[src/rtl/ram_bist_if.sv]
// RAM-side bus of the BIST engine: write data, write enable, address, read data.
// Latency: none, plain wires; read data is combinational in address on the RAM side.
// Backpressure: none; the RAM accepts a write on every rising edge with mem_load=1.
//   master: the BIST engine (drives mem_in/mem_load/mem_address, samples mem_out)
//   slave : the RAM (samples write side, drives mem_out)
interface ram_bist_if #(
    parameter int ADDR_WIDTH = 12,
    parameter int DATA_WIDTH = 16
);
    logic [DATA_WIDTH-1:0] mem_in;
    logic                  mem_load;
    logic [ADDR_WIDTH-1:0] mem_address;
    logic [DATA_WIDTH-1:0] mem_out;

    modport master (
        output mem_in,
        output mem_load,
        output mem_address,
        input  mem_out
    );

    modport slave (
        input  mem_in,
        input  mem_load,
        input  mem_address,
        output mem_out
    );
endinterface

[src/rtl/ram_bist.sv]
// Memory BIST: fills every word with a 16-bit LFSR pattern, reads it all back and compares.
// Latency: 2*2^ADDR_WIDTH cycles from the edge sampling start to done.
// Backpressure: none; one word per cycle, start ignored while busy.
// Ports:
//   CLK, reset        clock, asynchronous active-high reset
//   start             begin a run (sampled in IDLE or DONE)
//   mem               RAM bus (master side of ram_bist_if)
//   busy, done        phase status (WRITE/READ, DONE)
//   pass              1 when done and no mismatches
//   err_count         saturating mismatch count
//   first_fail_addr   address of the first mismatching word, 0 if none
module ram_bist #(
    parameter int          ADDR_WIDTH = 12,
    parameter int          DATA_WIDTH = 16,
    parameter logic [15:0] SEED       = 16'hACE1
) (
    input  logic                  CLK,
    input  logic                  reset,
    input  logic                  start,
    ram_bist_if.master            mem,
    output logic                  busy,
    output logic                  done,
    output logic                  pass,
    output logic [15:0]           err_count,
    output logic [ADDR_WIDTH-1:0] first_fail_addr
);

    // An all-zero seed would lock the LFSR at zero; the polynomial is 16-bit only.
    generate
        if (SEED == 16'h0000) begin : g_bad_seed
            $error("ram_bist: SEED must be nonzero");
        end
        if (DATA_WIDTH != 16) begin : g_bad_width
            $error("ram_bist: DATA_WIDTH must be 16");
        end
    endgenerate

    localparam logic [1:0] S_IDLE  = 2'd0;
    localparam logic [1:0] S_WRITE = 2'd1;
    localparam logic [1:0] S_READ  = 2'd2;
    localparam logic [1:0] S_DONE  = 2'd3;

    localparam logic [ADDR_WIDTH-1:0] ADDR_LAST = '1;
    localparam logic [15:0]           ERR_MAX   = 16'hFFFF;

    logic [1:0]            state;
    logic [ADDR_WIDTH-1:0] addr;
    logic [15:0]           lfsr;
    logic                  fail_seen;

    logic [15:0]           lfsr_nxt;
    logic                  mismatch;
    logic                  at_last;

    // Fibonacci LFSR, taps x^16 + x^14 + x^13 + x^11 + 1.
    assign lfsr_nxt = {lfsr[14:0], lfsr[15] ^ lfsr[13] ^ lfsr[12] ^ lfsr[10]};
    assign mismatch = (mem.mem_out != lfsr);
    // Phase end is the all-ones address so the compare never relies on wrap-around.
    assign at_last  = (addr == ADDR_LAST);

    always_ff @(posedge CLK or posedge reset) begin
        if (reset) begin
            state           <= S_IDLE;
            addr            <= '0;
            lfsr            <= SEED;
            err_count       <= '0;
            first_fail_addr <= '0;
            fail_seen       <= 1'b0;
        end else begin
            case (state)
                S_IDLE, S_DONE: begin
                    if (start) begin
                        state           <= S_WRITE;
                        addr            <= '0;
                        lfsr            <= SEED;
                        err_count       <= '0;
                        first_fail_addr <= '0;
                        fail_seen       <= 1'b0;
                    end
                end

                S_WRITE: begin
                    if (at_last) begin
                        // Rewind the generator so the read phase regenerates the same stream.
                        state <= S_READ;
                        addr  <= '0;
                        lfsr  <= SEED;
                    end else begin
                        addr  <= addr + 1'b1;
                        lfsr  <= lfsr_nxt;
                    end
                end

                S_READ: begin
                    if (mismatch) begin
                        if (err_count != ERR_MAX) begin
                            err_count <= err_count + 16'd1;
                        end
                        if (!fail_seen) begin
                            first_fail_addr <= addr;
                            fail_seen       <= 1'b1;
                        end
                    end
                    addr <= addr + 1'b1;
                    lfsr <= lfsr_nxt;
                    if (at_last) begin
                        state <= S_DONE;
                    end
                end

                default: begin
                    state <= S_IDLE;
                end
            endcase
        end
    end

    // Gating with reset keeps a write from committing on the edge reset arrives,
    // independent of how quickly the state register clears.
    assign mem.mem_load    = (state == S_WRITE) && !reset;
    assign mem.mem_address = addr;
    assign mem.mem_in      = lfsr;

    assign busy = (state == S_WRITE) || (state == S_READ);
    assign done = (state == S_DONE);
    assign pass = done && (err_count == 16'd0);

endmodule

[src/flat_wrapper.sv]
// flat-port wrapper written by rule: the top's interface ports become plain ports
module ram_bist_flat 
#(
    parameter int          ADDR_WIDTH = 12,
    parameter int          DATA_WIDTH = 16,
    parameter logic [15:0] SEED       = 16'hACE1
)
  (CLK, reset, start, busy, done, pass, err_count, first_fail_addr, mem_mem_in, mem_mem_load, mem_mem_address, mem_mem_out);
  ram_bist_if #(.ADDR_WIDTH(ADDR_WIDTH), .DATA_WIDTH(DATA_WIDTH)) mem_i ();
  input  logic CLK;
  input  logic reset;
  input  logic start;
  output logic busy;
  output logic done;
  output logic pass;
  output logic [15:0] err_count;
  output logic [ADDR_WIDTH-1:0] first_fail_addr;
  output wire logic [$bits(mem_i.mem_in)-1:0] mem_mem_in;
  output wire logic [$bits(mem_i.mem_load)-1:0] mem_mem_load;
  output wire logic [$bits(mem_i.mem_address)-1:0] mem_mem_address;
  input wire logic [$bits(mem_i.mem_out)-1:0] mem_mem_out;
  assign mem_mem_in = mem_i.mem_in;
  assign mem_mem_load = mem_i.mem_load;
  assign mem_mem_address = mem_i.mem_address;
  assign mem_i.mem_out = mem_mem_out;
  ram_bist #(.ADDR_WIDTH(ADDR_WIDTH), .DATA_WIDTH(DATA_WIDTH), .SEED(SEED)) u_core (.CLK(CLK), .reset(reset), .start(start), .mem(mem_i), .busy(busy), .done(done), .pass(pass), .err_count(err_count), .first_fail_addr(first_fail_addr));
endmodule
[config.mk]
export PLATFORM = sky130hd
export DESIGN_NAME = ram_bist_flat
export DESIGN_NICKNAME = d
export VERILOG_FILES = /design/src/rtl/ram_bist_if.sv /design/src/rtl/ram_bist.sv /design/src/flat_wrapper.sv
export SDC_FILE = /design/constraint.sdc
export NUM_CORES = 1
export LEC_CHECK = 0
export BUFFER_PORTS_ARGS = -buffer_cell sky130_fd_sc_hd__buf_4
export CORE_ASPECT_RATIO = 1.4
export CORE_MARGIN = 5
export CORE_UTILIZATION = 34
export CTS_BUF_LIST = sky130_fd_sc_hd__clkbuf_4 sky130_fd_sc_hd__clkbuf_8
export CTS_CLUSTER_SIZE = 20
export DETAILED_ROUTE_END_ITERATION = 7
export GPL_ROUTABILITY_DRIVEN = 0
export SLEW_MARGIN = 20
export SYNTH_ARGS = -nofsm -noshare
export SYNTH_HDL_FRONTEND = slang
export SYNTH_SLANG_ARGS = --single-unit
[constraint.sdc]
create_clock -name CLK -period 5.46 [get_ports CLK]
set_clock_uncertainty 0.15 [all_clocks]
set_input_delay 0.273 -clock CLK [delete_from_list [all_inputs] [get_ports CLK]]
set_output_delay 0.273 -clock CLK [all_outputs]
set_load 0.005 [all_outputs]
# Word-level counts from Yosys, hierarchy flattened

Index checks and enable logic that the tools add are counted.

Flip-flop bits (word level): 59
Input port bits: 19
Output and inout port bits: 60

Add/sub/neg operators: 2
Equality and inequality tests: 12
Multiplexer cells: 20
Bitwise operators: 3
Reduce and logical (&&, ||, !) cells: 12

Operators with widths:

| kind                    | count |
|---|---|
| $mux W16                | 5 |
| $mux W12                | 4 |
| $pmux W16 S3            | 1 |
| $pmux W12 S3            | 1 |
| $pmux W16 S2            | 1 |
| $pmux W12 S2            | 1 |
| $add A16 B1 Y16 const B | 1 |
| $logic_not A16 Y1       | 1 |
| $ne A16 B16 Y1          | 1 |
| $ne A16 B16 Y1 const B  | 1 |
| $add A12 B1 Y12 const B | 1 |
| $eq A12 B12 Y1 const B  | 1 |
| $ne A2 B1 Y1 const B    | 4 |
| $reduce_and A4 Y1       | 2 |
| $mux W2                 | 3 |
| $pmux W2 S3             | 1 |
| $reduce_and A3 Y1       | 2 |
| $eq A2 B2 Y1 const B    | 2 |
| $ne A2 B2 Y1 const B    | 2 |
| $xor A1 B1 Y1           | 3 |
| $eq A2 B1 Y1 const B    | 1 |
| $logic_and A1 B1 Y1     | 2 |
| $logic_not A2 Y1        | 1 |
| $mux W1                 | 2 |
| 5 further kinds         | 5 |

# Longest topological paths before layout

Depth after elaboration: 5
Gate-level depth with buffers: 11
Gate-level depth less buffers: 8

# Worst setup path after synthesis

Ideal clock, no wire load.

Path type: register -> register
Start point: register u_core.state[0]
End point: register u_core.err_count[13]
Arrival: 2.156 ns
Data required time: 5.186 ns
Slack: 3.030 ns
Cell stages (with the launch flop): 12
Path through: dfrtp_1 > inv_1 > ha_1 > buf_2 > inv_1 > a21boi_1 > a41o_1 > buf_6 > or2_1 > buf_6 > buf_6 > a211o_1

Longest elaborated chain between the ends: 4
Elaborated cells between the ends (all ways): 10
Classes of those cells: eq/ne: 5; mux: 1; reduce/logical: 4

Ends and longest elaborated chain:

| item                                                         | RTL line       | RTL |
|---|---|---|
| start, declared                                              | ram_bist.sv:46 | `logic [1:0] state;` |
| start signal, assigned                                       | ram_bist.sv:63 | `state <= S_IDLE;` |
| start signal, assigned                                       | ram_bist.sv:73 | `state <= S_WRITE;` |
| start signal, assigned                                       | ram_bist.sv:85 | `state <= S_READ;` |
| $eq A2 B2 Y1 or $logic_not A2 Y1 (tied branches)             | ram_bist.sv:70 | `case (state)` |
| $reduce_or A2 Y1                                             | ram_bist.sv:70 |  |
| $ne A2 B2 Y1 (no line) or $reduce_bool A2 Y1 (tied branches) | -              |  |
| $reduce_and A4 Y1 (no line)                                  | -              |  |
| end signal, assigned                                         | ram_bist.sv:97 | `err_count <= err_count + 16'd1;` |
| end, declared                                                | ram_bist.sv:24 | `output logic [15:0] err_count,` |

Several ways; a longest one is shown, not always the timed one.
A chain may end at the register's enable or synchronous reset.

# Worst setup path in the final report

Start point: register u_core.err_count[1]
End point: register u_core.err_count[9]

Longest elaborated chain between the ends: 4
Elaborated cells between the ends (all ways): 7
Classes of those cells: add/sub: 1; eq/ne: 2; mux: 3; reduce/logical: 1

Ends and longest elaborated chain:

| item            | RTL line       | RTL |
|---|---|---|
| $add A16 B1 Y16 | ram_bist.sv:97 |  |
| $mux W16        | ram_bist.sv:96 | `if (err_count != ERR_MAX) begin` |
| $mux W16        | ram_bist.sv:95 | `if (mismatch) begin` |
| $pmux W16 S2    | ram_bist.sv:70 |  |

Several ways; a longest one is shown, not always the timed one. The select of a mux whose other input is x is not followed.

==> tab_implementation.tex <==
\begin{tabular}{lr}
\hline
Metric & Value \\
\hline
\multicolumn{2}{l}{\textbf{Run status}} \\
\quad Outcome & completed \\
\multicolumn{2}{l}{\textbf{Logic synthesis}} \\
\quad Synthesized-area fraction occupied by ao, oa, aoi and oai cells & 0.192 \\
\quad Share of the yosys chip area belonging to registers & 0.443 \\
\quad Number of distinct library cells after synthesis & 47 \\
\quad Syn avg cell area & 9.15 µm² \\
\quad Share of the synthesized netlist area taken by xor and xnor gates & 0.0574 \\
\quad Share of synthesized cell area in full adder, half adder and majority cells & 0.0261 \\
\quad Mapped Area & roughly 3400 µm² \\
\quad Combinational family with the most area after synthesis & simple AND/OR/NAND/NOR gates \\
\quad Multiplexer share of the synthesized area & 0.00335 \\
\quad Number of instances in the synthesized netlist & about 370 \\
\quad Simple-gate area share of the yosys netlist & 0.237 \\
\quad Count of state elements after synthesis & 59 \\
\quad Synthesis warning total & 0 \\
\quad Nets in the synthesized netlist & 393 \\
\multicolumn{2}{l}{\textbf{Clock tree}} \\
\quad Clk root buf & sky130\_fd\_sc\_hd\_\_clkbuf\_8 \\
\quad Worst skew pair latency & 0.35 ns \\
\quad Clock Path Buffers & 2 \\
\quad Clock tree from TritonCTS & done \\
\quad Hold buffer count at cts & 0 \\
\quad Setup bufs post-CTS & 0 \\
\quad Cts repair resizes & 0 \\
\quad Num Clock Sinks & around 60 \\
\quad H-Tree Depth & 3 \\
\quad Clock transition at the registers of the reported paths & roughly 0.070 ns \\
\quad Number of CTS-inserted buffers & 9 \\
\multicolumn{2}{l}{\textbf{Worst setup path}} \\
\quad Worst setup EP type & flop \\
\quad Slowest cell on the critical path & sky130\_fd\_sc\_hd\_\_nor3\_1 \\
\quad Arrival time of the worst setup path & about 3.2 ns \\
\quad Delay of the slowest cell on the worst path & 0.82 ns \\
\quad Worst path cell trace & ha\_1 -> and3\_1 -> and3\_1 -> nand2\_1 -> nor3\_1 -> or2\_1 -> o311ai\_0 \\
\quad Reg-to-reg critical path startpoint & u\_core.err\_count[1] \\
\quad Setup crit start kind & flop \\
\quad Worst Path Required & 5.50 ns \\
\quad Most numerous cell on the critical path & sky130\_fd\_sc\_hd\_\_and3\_1 \\
\quad Register-to-Register Path Depth & 7 \\
\quad Setup slack on the worst flop-to-flop path & about 2.3 ns \\
\quad Worst flop-to-flop path endpoint & u\_core.err\_count[9] \\
\quad Crit Path Max Fanout & 15 \\
\quad Start-to-end type of the worst setup path & reg2reg \\
\multicolumn{2}{l}{\textbf{Drt}} \\
\quad Vias per cell & about 5.2 \\
\quad Detailed Route Iter0 Violations & between 150 and 200 \\
\quad Drt drc & 0 \\
\quad Antenna viol nets, final & 0 \\
\quad Number of vias after detailed routing & just over 3000 \\
\quad Wire length after detailed routing & about 9000 µm \\
\quad Wire length per cell after detailed routing & 15.7 µm \\
\quad Count of TritonRoute iterations in the first routing pass & 4 \\
\multicolumn{2}{l}{\textbf{Placement}} \\
\quad Number of buffers inserted by port buffering & between 70 and 80 \\
\quad Detailed placer's ending HPWL & 6620 µm \\
\quad Count of placed standard cells including taps & 565 \\
\multicolumn{2}{l}{\textbf{Finish}} \\
\quad Core Util, Final & 0.438 \\
\quad NumNets Final & 467 \\
\quad Growth of design area from synthesis to finish & 27.8\% \\
\quad Number of diodes & 0 \\
\quad Count of non-filler cells in the finished layout & between 500 and 600 \\
\quad Fraction of layout instances using a drive strength above 1 & 0.262 \\
\multicolumn{2}{l}{\textbf{Timing}} \\
\quad Setup violations, final & 0 \\
\quad Count of pins over their slew limit & 0 \\
\quad Hold Worst Slack & around 0.0017 ns \\
\quad Setup TNS & 0 ns \\
\quad Worst Tran Pin Value & about 0.99 ns \\
\quad RSZ-0062 raised after global routing & no \\
\quad Part of the cycle the worst path needs & 0.571 \\
\quad Remaining max-slew budget at the tightest pin & 0.337 \\
\quad Tmin final & just over 3 ns \\
\quad Final count of hold timing violations & 0 \\
\quad Maximum clock frequency & between 0.3 and 0.4 GHz \\
\multicolumn{2}{l}{\textbf{Die}} \\
\quad Area of the core & slightly below 10000 µm² \\
\quad Overall die height & between 100 and 150 µm \\
\quad Initial core utilization & 0.343 \\
\quad Die Outline Area & roughly 12000 µm² \\
\quad Count of boundary I/O pins & just under 80 \\
\quad Number of standard-cell rows in the floorplan & 43 \\
\quad Die Width & around 94 µm \\
\multicolumn{2}{l}{\textbf{Power and ir drop}} \\
\quad Total power & about 1.9 mW \\
\quad Static leakage & around 1.9 nW \\
\quad Power density relative to cell area & around 440 nW/µm² \\
\quad Max rail drop VDD & slightly above 0.0003 V \\
\multicolumn{2}{l}{\textbf{Global routing}} \\
\quad Vias in the first global route & $\sim$3000 \\
\quad Antenna violations before repair & 0 \\
\quad Global-route congestion overflow total & 0 \\
\quad Global-route wire length before repair & around 15000 µm \\
\quad Global routing usage summed across all routing layers & 0.158 \\
\quad Maximum number of pins on one net before global-route repair & 60 \\
\multicolumn{2}{l}{\textbf{Worst hold path}} \\
\quad Hold Crit Class & in2async \\
\multicolumn{2}{l}{\textbf{Run}} \\
\quad Max-capacitance violation count & 0 \\
\hline
\end{tabular}
[state kept, by name, indices dropped and copies added (netlist names)]
signal                  count
u_core.err_count           16
u_core.mem.mem_in          16
u_core.first_fail_addr     12
u_core.mem.mem_address     12
u_core.state                2
u_core.fail_seen            1
[metal layers]
metal	wire length, µm	vias up	track usage
met5	0	-	0
met1	3680	1457	0.184
li1	-	1476	-
met3	472	24	0.0336
met4	302	0	0.102
met2	4660	90	0.258
[synth_stat cells (all sizes together)]
library cell	n	area (µm²)
nand2	61	229
dfrtp	51	1280
o21ai	27	135
nor2	19	71.3
clkbuf	16	60.1
xnor2	16	140
nand3	12	60.1
nand3b	12	90.1
a21oi	11	55.1
a22o	11	96.3
o211ai	11	82.6
o31ai	10	75.1
inv	9	33.8
nand4	9	56.3
dfstp	8	210
and3	7	43.8
ha	7	87.6
nor4	7	50.1
xor2	6	52.6
buf	5	43.8
a21o	4	30.0
nand2b	4	25.0
nor3	4	20.0
or2	4	25.0
a211o	3	26.3
and2	3	18.8
nor4b	3	26.3
o311ai	3	26.3
o41ai	3	41.3
a31oi	2	12.5
and4	2	17.5
nand4b	2	17.5
nor2b	2	12.5
o21a	2	15.0
o22ai	2	12.5
or3	2	12.5
a21boi	1	7.51
a2bb2oi	1	8.76
a41o	1	10.0
mux2	1	11.3
nand4bb	1	11.3
o211a	1	10.0
or4b	1	10.0
[metrics by stage]
stage	area [µm²]	setup WS [ns]
after global placement	4050	2.44
after detailed placement	4050	2.34
after floorplan	3360	3.03
after global routing	4290	2.04
after CTS	4290	2.33
final	4290	2.34
[cell type report]
type / instances / area (µm²)
timing repair buffer: 84 / 631
clock inverter: 5 / 85.1
tap: 135 / 169
sequential: 59 / 1490
inverter: 9 / 33.8
clock buffer: 11 / 151
multi-input combinational: 278 / 1730
fill: 1002 / 5500
[cells in the final DEF (no fill, tap or decap), drive strengths merged, types with 8 or more instances in the layout]
cell type  Yosys  final
o31ai         10     10
dfrtp         51     51
inv            9      9
o21ai         27     27
nand2         61     61
nand3         12     12
xnor2         16     16
a22o          11     11
clkbuf        16     11
dfstp          8      8
nand4          9      9
o211ai        11     11
nor2          19     19
buf            5     84
nand3b        12     12
a21oi         11     11
[critical path: cells and delay by family (launching register included)]
family	cells	cell delay (ns)
flip-flops	1	0.40
adder cells (fa/ha/maj)	1	0.21
AO/OA/AOI/OAI	1	0.23
AND/OR/NAND/NOR	5	1.99
[where the power goes]
| group | internal, mW | switching [mW] | leakage (nW) |
|---|---|---|---|
| clock | 0.283 | 0.186 | 0.116 |
| combinational | 0.324 | 0.469 | 1.02 |
| sequential | 0.536 | 0.0989 | 0.786 |
| total | 1.14 | 0.754 | 1.92 |
[worst max path at each step]
stage                              from                   end  cells after the start
finish              u_core.err_count[1]   u_core.err_count[9]                      7
global placement    u_core.err_count[1]   u_core.err_count[8]                      7
detailed placement  u_core.err_count[1]   u_core.err_count[7]                      7
CTS                 u_core.err_count[1]   u_core.err_count[9]                      7
global route            u_core.state[0]   u_core.err_count[7]                      7
floorplan               u_core.state[0]  u_core.err_count[13]                     11
[kinds of logic after synthesis]
logic type | after synthesis
buffers and inverters | 30
AO/OA/AOI/OAI | 93
flip-flops | 59
XOR/XNOR | 22
AND/OR/NAND/NOR | 155
adder cells (fa/ha/maj) | 7
multiplexers | 1
Note: power is estimated with default switching activity, not from simulation.
